===== src/rtl/jam_seq_ctrl.sv =====
// jam_seq_ctrl: sequencer and result checker for the JAM job-assignment datapath.
// Buffers an N x N cost matrix from a stallable valid/ready upstream, replays it
// to JAM as one unbroken in_valid burst, collects the N-cycle assignment burst,
// checks it for being a permutation and for cost-sum consistency, and offers
// jobs, total cost and error flags on a valid/ready result port.
module jam_seq_ctrl #(
  parameter int N       = 8,
  parameter int COST_W  = 7,
  parameter int JOB_W   = 4,
  parameter int TCOST_W = 10,
  parameter int TIMEOUT = 4096
) (
  input  logic               clk,
  input  logic               rst_n,
  input  logic               s_valid,
  output logic               s_ready,
  input  logic [COST_W-1:0]  s_cost,
  output logic               jam_in_valid,
  output logic [COST_W-1:0]  jam_in_cost,
  input  logic               jam_out_valid,
  input  logic [JOB_W-1:0]   jam_out_job,
  input  logic [TCOST_W-1:0] jam_out_cost,
  output logic               r_valid,
  input  logic               r_ready,
  output logic [N*JOB_W-1:0] r_jobs,
  output logic [TCOST_W-1:0] r_cost,
  output logic [3:0]         r_err,
  output logic               busy
);

  localparam int WORDS  = N * N;
  localparam int ADDR_W = (WORDS > 1) ? $clog2(WORDS) : 1;
  localparam int K_W    = (N > 1) ? $clog2(N) : 1;
  localparam int TMO_W  = (TIMEOUT > 1) ? $clog2(TIMEOUT) : 1;

  localparam logic [ADDR_W-1:0] LAST_WORD = ADDR_W'(WORDS - 1);
  localparam logic [K_W-1:0]    LAST_K    = K_W'(N - 1);
  localparam logic [TMO_W-1:0]  LAST_TMO  = TMO_W'(TIMEOUT - 1);

  // r_err bit meanings
  localparam logic [3:0] ERR_TIMEOUT = 4'b0001;
  localparam logic [3:0] ERR_SHORT   = 4'b0010;

  typedef enum logic [2:0] {
    S_IDLE,
    S_LOAD,
    S_FEED,
    S_WAIT,
    S_COLLECT,
    S_HOLD
  } state_e;

  state_e state_q, state_d;

  logic [ADDR_W-1:0]  wr_cnt_q, wr_cnt_d;
  logic [ADDR_W-1:0]  rd_cnt_q, rd_cnt_d;
  logic [TMO_W-1:0]   tmo_cnt_q, tmo_cnt_d;
  logic [K_W-1:0]     k_q, k_d;
  logic [N-1:0]       seen_q, seen_d;
  logic               perm_err_q, perm_err_d;
  logic [TCOST_W-1:0] sum_q, sum_d;

  logic               s_ready_q, s_ready_d;
  logic               jam_in_valid_q, jam_in_valid_d;
  logic [COST_W-1:0]  jam_in_cost_q, jam_in_cost_d;
  logic               r_valid_q, r_valid_d;
  logic [N*JOB_W-1:0] r_jobs_q, r_jobs_d;
  logic [TCOST_W-1:0] r_cost_q, r_cost_d;
  logic [3:0]         r_err_q, r_err_d;

  // Matrix buffer, row-major: index = worker*N + job.
  logic [COST_W-1:0] mem_q [WORDS];

  logic accept;
  assign accept = s_valid && s_ready_q;

  // Capture-path signals describing the current burst beat.
  logic               cap_fire;
  logic               cap_job_ok;
  logic [ADDR_W-1:0]  cap_addr;
  logic [N-1:0]       cap_seen;
  logic               cap_perm;
  logic [TCOST_W-1:0] cap_sum;
  logic [N*JOB_W-1:0] cap_jobs;

  // Upstream write port into the matrix buffer.
  // NOTE: the buffer has no reset; every entry is rewritten before FEED reads it,
  // so clearing it would only cost reset fan-out.
  always_ff @(posedge clk) begin
    if (accept) mem_q[wr_cnt_q] <= s_cost;
  end

  // Per-beat view of the burst: buffer lookup, seen mask and running cost sum.
  always_comb begin
    cap_fire   = jam_out_valid && (state_q == S_WAIT || state_q == S_COLLECT);
    cap_job_ok = (int'(jam_out_job) < N);
    cap_addr   = '0;
    cap_seen   = seen_q;
    cap_perm   = perm_err_q;
    cap_sum    = sum_q;
    cap_jobs   = r_jobs_q;
    cap_jobs[int'(k_q)*JOB_W +: JOB_W] = jam_out_job;
    if (cap_job_ok) begin
      cap_addr = ADDR_W'(int'(k_q) * N + int'(jam_out_job));
      if (seen_q[jam_out_job[K_W-1:0]]) cap_perm = 1'b1;
      cap_seen[jam_out_job[K_W-1:0]] = 1'b1;
      cap_sum = sum_q + TCOST_W'(mem_q[cap_addr]);
    end else begin
      // Out-of-range job: flagged as a permutation error, contributes nothing to the sum.
      cap_perm = 1'b1;
    end
  end

  // Next-state and next-output logic for the sequencer.
  always_comb begin
    // NOTE: every _d starts from its _q so no path through this block can leave
    // a signal unassigned, which would otherwise infer a latch.
    state_d        = state_q;
    wr_cnt_d       = wr_cnt_q;
    rd_cnt_d       = rd_cnt_q;
    tmo_cnt_d      = tmo_cnt_q;
    k_d            = k_q;
    seen_d         = seen_q;
    perm_err_d     = perm_err_q;
    sum_d          = sum_q;
    s_ready_d      = s_ready_q;
    jam_in_valid_d = jam_in_valid_q;
    jam_in_cost_d  = jam_in_cost_q;
    r_valid_d      = r_valid_q;
    r_jobs_d       = r_jobs_q;
    r_cost_d       = r_cost_q;
    r_err_d        = r_err_q;

    unique case (state_q)
      S_IDLE, S_LOAD: begin
        if (accept) begin
          if (wr_cnt_q == LAST_WORD) begin
            // Full matrix held: stall upstream and start the JAM burst next cycle.
            state_d        = S_FEED;
            wr_cnt_d       = '0;
            rd_cnt_d       = '0;
            s_ready_d      = 1'b0;
            jam_in_valid_d = 1'b1;
            jam_in_cost_d  = mem_q[0];
          end else begin
            state_d  = S_LOAD;
            wr_cnt_d = wr_cnt_q + ADDR_W'(1);
          end
        end
      end

      S_FEED: begin
        if (rd_cnt_q == LAST_WORD) begin
          // Last word is on the bus this cycle; arm the result collection.
          state_d        = S_WAIT;
          jam_in_valid_d = 1'b0;
          jam_in_cost_d  = '0;
          tmo_cnt_d      = '0;
          k_d            = '0;
          seen_d         = '0;
          perm_err_d     = 1'b0;
          sum_d          = '0;
          r_jobs_d       = '0;
          r_cost_d       = '0;
          r_err_d        = '0;
        end else begin
          rd_cnt_d      = rd_cnt_q + ADDR_W'(1);
          jam_in_cost_d = mem_q[rd_cnt_q + ADDR_W'(1)];
        end
      end

      S_WAIT: begin
        if (!jam_out_valid) begin
          if (tmo_cnt_q == LAST_TMO) begin
            state_d   = S_HOLD;
            r_valid_d = 1'b1;
            r_err_d   = ERR_TIMEOUT;
          end else begin
            tmo_cnt_d = tmo_cnt_q + TMO_W'(1);
          end
        end
      end

      S_COLLECT: begin
        if (!jam_out_valid) begin
          // Burst ended early: report it, skip the consistency checks.
          state_d   = S_HOLD;
          r_valid_d = 1'b1;
          r_err_d   = ERR_SHORT;
        end
      end

      S_HOLD: begin
        if (r_ready) begin
          state_d   = S_IDLE;
          r_valid_d = 1'b0;
          s_ready_d = 1'b1;
        end
      end

      default: begin
        state_d        = S_IDLE;
        s_ready_d      = 1'b1;
        jam_in_valid_d = 1'b0;
        r_valid_d      = 1'b0;
      end
    endcase

    // One burst beat: the first beat happens in WAIT and also latches JAM's total.
    if (cap_fire) begin
      r_jobs_d   = cap_jobs;
      seen_d     = cap_seen;
      perm_err_d = cap_perm;
      sum_d      = cap_sum;
      if (state_q == S_WAIT) r_cost_d = jam_out_cost;
      if (k_q == LAST_K) begin
        state_d   = S_HOLD;
        r_valid_d = 1'b1;
        r_err_d   = {(cap_sum != r_cost_d), cap_perm, 2'b00};
      end else begin
        state_d = S_COLLECT;
        k_d     = k_q + K_W'(1);
      end
    end
  end

  // State, counters and registered outputs.
  // NOTE: non-blocking assignments here so every flop samples the pre-edge
  // values of the others, independent of statement order.
  always_ff @(posedge clk or negedge rst_n) begin
    if (!rst_n) begin
      state_q        <= S_IDLE;
      wr_cnt_q       <= '0;
      rd_cnt_q       <= '0;
      tmo_cnt_q      <= '0;
      k_q            <= '0;
      seen_q         <= '0;
      perm_err_q     <= 1'b0;
      sum_q          <= '0;
      s_ready_q      <= 1'b1;
      jam_in_valid_q <= 1'b0;
      jam_in_cost_q  <= '0;
      r_valid_q      <= 1'b0;
      r_jobs_q       <= '0;
      r_cost_q       <= '0;
      r_err_q        <= '0;
    end else begin
      state_q        <= state_d;
      wr_cnt_q       <= wr_cnt_d;
      rd_cnt_q       <= rd_cnt_d;
      tmo_cnt_q      <= tmo_cnt_d;
      k_q            <= k_d;
      seen_q         <= seen_d;
      perm_err_q     <= perm_err_d;
      sum_q          <= sum_d;
      s_ready_q      <= s_ready_d;
      jam_in_valid_q <= jam_in_valid_d;
      jam_in_cost_q  <= jam_in_cost_d;
      r_valid_q      <= r_valid_d;
      r_jobs_q       <= r_jobs_d;
      r_cost_q       <= r_cost_d;
      r_err_q        <= r_err_d;
    end
  end

  assign s_ready      = s_ready_q;
  assign jam_in_valid = jam_in_valid_q;
  assign jam_in_cost  = jam_in_cost_q;
  assign r_valid      = r_valid_q;
  assign r_jobs       = r_jobs_q;
  assign r_cost       = r_cost_q;
  assign r_err        = r_err_q;
  assign busy         = (state_q != S_IDLE);

endmodule


===== config.mk =====
export PLATFORM = sky130hd
export DESIGN_NAME = jam_seq_ctrl
export DESIGN_NICKNAME = d
export VERILOG_FILES = /design/src/rtl/jam_seq_ctrl.sv
export SDC_FILE = /design/constraint.sdc
export NUM_CORES = 1
export LEC_CHECK = 0
export CORE_MARGIN = 2
export CORE_UTILIZATION = 60
export CTS_BUF_LIST = sky130_fd_sc_hd__clkbuf_16
export CTS_CLUSTER_SIZE = 24
export DETAILED_ROUTE_END_ITERATION = 10
export GPL_TIMING_DRIVEN = 0
export PLACE_DENSITY_LB_ADDON = 0.2
export SLEW_MARGIN = 20
export SYNTH_ARGS = -nofsm -noshare
export SYNTH_HDL_FRONTEND = slang
export SYNTH_SLANG_ARGS = --single-unit

===== constraint.sdc =====
create_clock -name clk -period 7.4 [get_ports clk]
set_input_delay 1.48 -clock clk [delete_from_list [all_inputs] [get_ports clk]]
set_output_delay 1.48 -clock clk [all_outputs]
set_load 0.1 [all_outputs]

Word level (Yosys, flattened, before mapping)
Memories as Yosys holds them, arrays and structs flattened.
Index checks and enable logic that the tools add are counted.
Operators by class
  order comparisons: 3
  shift operators: 2
  bitwise gates (word level): 3
  add/subtract/negate cells: 7
  muxes and demuxes: 76
  reductions and logical operators: 23
  equality and inequality tests: 24
Operator list (number)
  32-bit two-way mux: 3
  10-bit two-way mux: 9
  12-bit two-way mux: 3
  3-bit two-way mux: 11
  5-bit negation with 33-bit output: 1
  4-bit by 33-bit variable shift with 32-bit output, first input constant: 1
  4-bit by 33-bit variable part select with 32-bit output: 1
  32-bit bitwise mux: 1
  8-bit two-way mux: 4
  4-bit two-way mux: 6
  6-bit two-way mux: 4
  12-bit case mux with 2 select lines: 1
  1-bit two-way mux: 21
  7-bit two-way mux: 3
  3-bit != test, second input constant: 6
  4-bit AND reduction: 4
  3-bit case mux with 5 select lines: 1
  2-bit != test, second input constant: 7
  7-bit case mux with 2 select lines: 1
  12-bit by 1-bit adder with 12-bit output, second input constant: 1
  6-bit by 1-bit adder with 6-bit output, second input constant: 2
  12-bit == test, second input constant: 1
  6-bit == test, second input constant: 2
  4-bit case mux with 3 select lines: 1
  29 further kinds: 43
Storage, ports and cells
  output and inout bits: 57
  bits of input ports: 26
  register bits after elaboration: 105
  bits in writable memories: 448
  memories kept: 1
Memory list
  mem_q: depth 64, bits a word 7, read ports 3, clocked after memory_dff 0, wr ports 1, RTL line 72  | logic [COST_W-1:0] mem_q [WORDS];

Logic depth before layout (Yosys ltp)
  depth after elaboration: 8
  depth in mapped cells: 19
  depth with buffers taken out: 16

Worst setup path after synthesis
Ideal clock, no wire load.
  path type: input -> register
  start: in jam_out_job[3]
  end: reg r_err_q[3], in the netlist r_err[3]
  arrival time: 4985 ps
  path slack: 2333 ps
  buffers on the path: 0
  stages: 15
  setup time: 82 ps
  cells stage by stage: ha_1 -> ha_1 -> xor2_1 -> mux4_2 -> a211oi_1 -> a31oi_1 -> ha_1 -> fa_1 -> a21oi_1 -> o22ai_1 -> o21a_1 -> o31ai_1 -> xnor2_1 -> nor2_1 -> a31oi_1
On the way
  word-level cells in the longest chain between the ends: 7
Ends and longest elaborated chain
  from (decl): RTL line 21  | input logic [JOB_W-1:0] jam_out_job,
  6-bit by 4-bit adder with 6-bit output: RTL line 104  | cap_addr = ADDR_W'(int'(k_q) * N + int'(jam_out_job));
  memory read 64 x 7 bit
  10-bit by 7-bit adder with 10-bit output: RTL line 107  | cap_sum = sum_q + TCOST_W'(mem_q[cap_addr]);
  10-bit two-way mux (*): RTL line 103  | if (cap_job_ok) begin
  10-bit != test (*): RTL line 219  | r_err_d = {(cap_sum != r_cost_d), cap_perm, 2'b00};
  4-bit two-way mux (*): RTL line 216  | if (k_q == LAST_K) begin
  4-bit two-way mux (*): RTL line 210  | if (cap_fire) begin
  named net r_err_d[3]: RTL line 69  | logic [3:0] r_err_q, r_err_d;
  to (signal assigned): RTL line 262  | r_err_q <= r_err_d;
  to (decl): RTL line 69
Mark *: on every way through the listed nets, which the timed path passes. The rest lies on a longest branch.
A chain may end at the register's enable or synchronous reset.

Worst setup path after layout
Ends and elaborated chain as after synthesis.

==> results.md <==
- Outcome: finished, final reports clean
- Final worst path period need: 7370 ps
- Async SR Flop Fraction: 19.0%
- Die height: 216 um
- Drt initial violations: 3756
- All-Layer GR Usage: 40.2%
- Met2 WL: 39800 um
- Worst path cell trace: clkdlybuf4s50_1 -> ha_1 -> clkbuf_1 -> clkbuf_1 -> clkbuf_1 -> a31oi_1 -> mux4_2 -> ha_1 -> a211oi_1 -> o21ai_1 -> o31ai_1 -> nand2_1 -> a21o_1 -> a31o_1 -> a31oi_1
- Worst-Margin Slew: 1380 ps
- Reg area: 0.0161 mm2
- Synth top area share: 50.1%
- CP max FO: 10
- Type of the worst min-delay path: flop to flop
- Seq/Total Area, Yosys: 59.9%
- Area growth from synthesis to layout: 12.8%
- Synth Cell Area: 0.0268 mm2
- RSZ-0062 raised after global routing: no
- DRC Markers: 0
- Mapped Nets: 1848
- Slew headroom: 7.70%
- Cts hold-fix bufs: 0
- Most common cell after layout, fill and taps aside: edfxtp_1
- Fill count: 2951
- Slowest cell delay on critical path: 840 ps
- Distinct cell type count after synthesis: 80
- CP Class: input port to flop
- Most frequent CP cell: clkbuf_1
- Max Cap Viol: 0
- Total routed wirelength: 92400 um
- Vias per cell: 7.51
- Register share of total power: 41.7%
- Combinational power share: 26.3%
- Clk sinks: 553
- Row cnt: 77
- Mapped Avg Cell Area: 14.9 um2
- Setup_tns: 0 ps
- DIE AREA: 0.0464 mm2
- Remaining global-route overflow: 0
- Cell taking the most area after synthesis: edfxtp_1
- # setup viols final: 0
- Mapped Cells: 1805
- Nets: 1995
- Final hold viol count: 0
- Critical Path RT: 7950 ps
- Metal3 WL: 14800 um
- DP Area: 0.0286 mm2
- Final Cycle Share: 99.5%
- Placed cell count: 2487
- Clock Skews: 21.0 ps
- YS warnings: 0
- H-tree depth: 2
- Clk slew on worst S/H paths: 60 ps
- Post-CTS setup buffer count: 0
- Cts repair resizes: 0
- WL/cell: 35.6 um
- P_int: 5.67 mW
- Met1 Wirelength: 29900 um
- F_max: 0.136 GHz
- Crit path buf inv count: 4
- CTS tree: done
- Largest net degree at the start of global routing: 71
- Hold slack: 495 ps
- Final cell count without fillers: 2591
- Switching share of power: 33.8%
- Final Slew Violations: 0
- Sw Pwr: 2.89 mW
- Post-synth EDFFs: 448
- Max Buffers Root-to-Sink: 3
- Main synth FF type: edfxtp_1
- Top sig layer: met5
- Total power: 8.57 mW
- IO Pins: 83
- Multi-input logic area: 0.0101 mm2
- Post-route ant nets: 0
- Layout cell share with drive strength beyond 1: 19.3%
- HPWL Detailed: 62500 um
- Most frequent cells in the layout: edfxtp_1 (448), mux4_2 (189), nor2_1 (158), nand2_1 (136), dfrtp_1 (104)
- Power density over the cells: 283 mW/mm2
- Post-route cell area: 0.0303 mm2
- Total iterations of the first detailed-routing run: 7
- Critical-path top delay cell: clkbuf_1
- Crit start category: input port
- Vias in the first global route: 18800
- Synth top area cells: edfxtp_1 (50%), mux4_2 (16%), dfrtp_1 (9.7%)
- Core ar.: 0.0442 mm2
- Setup crit end kind: flop
- GP Congestion: 1.01
- Leak: 10.4 nW
- IO buf count: 81
- Initial Utilization: 60.7%
- Clock power frac: 32.0%
- Worst VDD drop: 0.000283 V
- CP arrival: 7920 ps
- DR vias: 19500
- Initial antenna violation count: 6
- First-pass GRT wire length: 132000 um
- FF+latch count, synth: 553
- Chip width: 216 um
- Clk_lat worst skew: 650 ps
- Clock root cell: clkbuf_16
- Top Family by Delay on Critical Path: buffers and inverters
- CTS Buf Count: 55
area by class of cell:
cell class,count,share of cell area [%]
buffer,125,2.12
clock buffer,55,4.54
sequential,553,53.1
inverter,18,0.223
tap,592,2.45
multi-input combinational,1109,33.2
timing repair buffer,90,3.19
clock inverter,45,1.10
antenna,4,0.0330
per-layer routing:
metal / up-vias / track usage, %
met1: 9469 / 49.3
met2: 1935 / 58.7
met5: - / 1.77
met3: 509 / 17.0
met4: 10 / 25.7
li1: 7527 / -
synth_stat cells (all sizes together) (13+ instances only):
| cell | count |
|---|---|
| mux2 | 49 |
| a22oi | 16 |
| clkbuf | 58 |
| nand2 | 136 |
| xnor2 | 13 |
| edfxtp | 448 |
| dfrtp | 104 |
| inv | 17 |
| nor2 | 162 |
| nand3 | 48 |
| mux2i | 56 |
| a22o | 17 |
| a21oi | 66 |
| buf | 67 |
| a221o | 13 |
| mux4 | 189 |
| ha | 16 |
| a31oi | 19 |
| o21ai | 118 |
| a221oi | 28 |
through the flow:
step,util [%],setup WS (ps)
2_1_floorplan,-,2330
3_3_place_gp,64.2,16.2
3_5_place_dp,64.6,-43.0
4_1_cts,68.5,558
5_1_grt,68.5,270
6_report,68.5,34.1
sequential cells by signal, indices dropped and copies added, names as in the netlist:
register	count
seen_q	8
s_ready	1
jam_in_valid	1
jam_in_cost	7
r_cost	10
r_jobs	32
perm_err_q	1
state_q	3
tmo_cnt_q	12
r_valid	1
r_err	4
rd_cnt_q	6
k_q	3
wr_cnt_q	6
sum_q	10
mem_q	448
power groups by stage:
stage | Clock, mW | Sequential (mW) | Combinational (mW)
floorplan | 0 | 4.06 | 1.04
global placement | 0 | 3.63 | 2.11
detailed placement | 0 | 3.63 | 2.16
CTS | 2.72 | 3.57 | 2.17
global route | 2.84 | 3.59 | 2.34
finish | 2.74 | 3.57 | 2.26
tightest hold or removal path, delay by kind of cell (launching register included):
| kind | cells | cell delay [ps] |
|---|---|---|
| AO/OA/AOI/OAI | 1 | 40 |
| flip-flops | 1 | 340 |
| AND/OR/NAND/NOR | 1 | 80 |
cell families (layout without fill, tap and decap cells):
logic type,count (synthesis),count (layout),share of synthesized area [%]
mux,294,294,20.0
xor+xnor,25,25,0.914
other cells,0,4,0
flops,553,553,59.9
compound gates,356,356,8.78
simple gates,417,417,6.93
fa+ha+maj,17,17,0.820
buf+inv,143,333,2.65
path summary, 6_finish.rpt:
| path | cells past startpoint | start | slack, ps | endpoint |
|---|---|---|---|---|
| max | 15 | jam_out_job[3] | 30 | r_err[3] |
| min | 2 | seen_q[4] | 500 | seen_q[4] |
| min in group asynchronous | 1 | rst_n | 730 | tmo_cnt_q[1] |
| min reg2reg | 2 | seen_q[4] | 500 | seen_q[4] |
| max in group asynchronous | 2 | rst_n | 6000 | r_jobs[16] |
| max reg2reg | 14 | k_q[0] | 1020 | r_err[3] |
(Power assumes the default switching activity.)
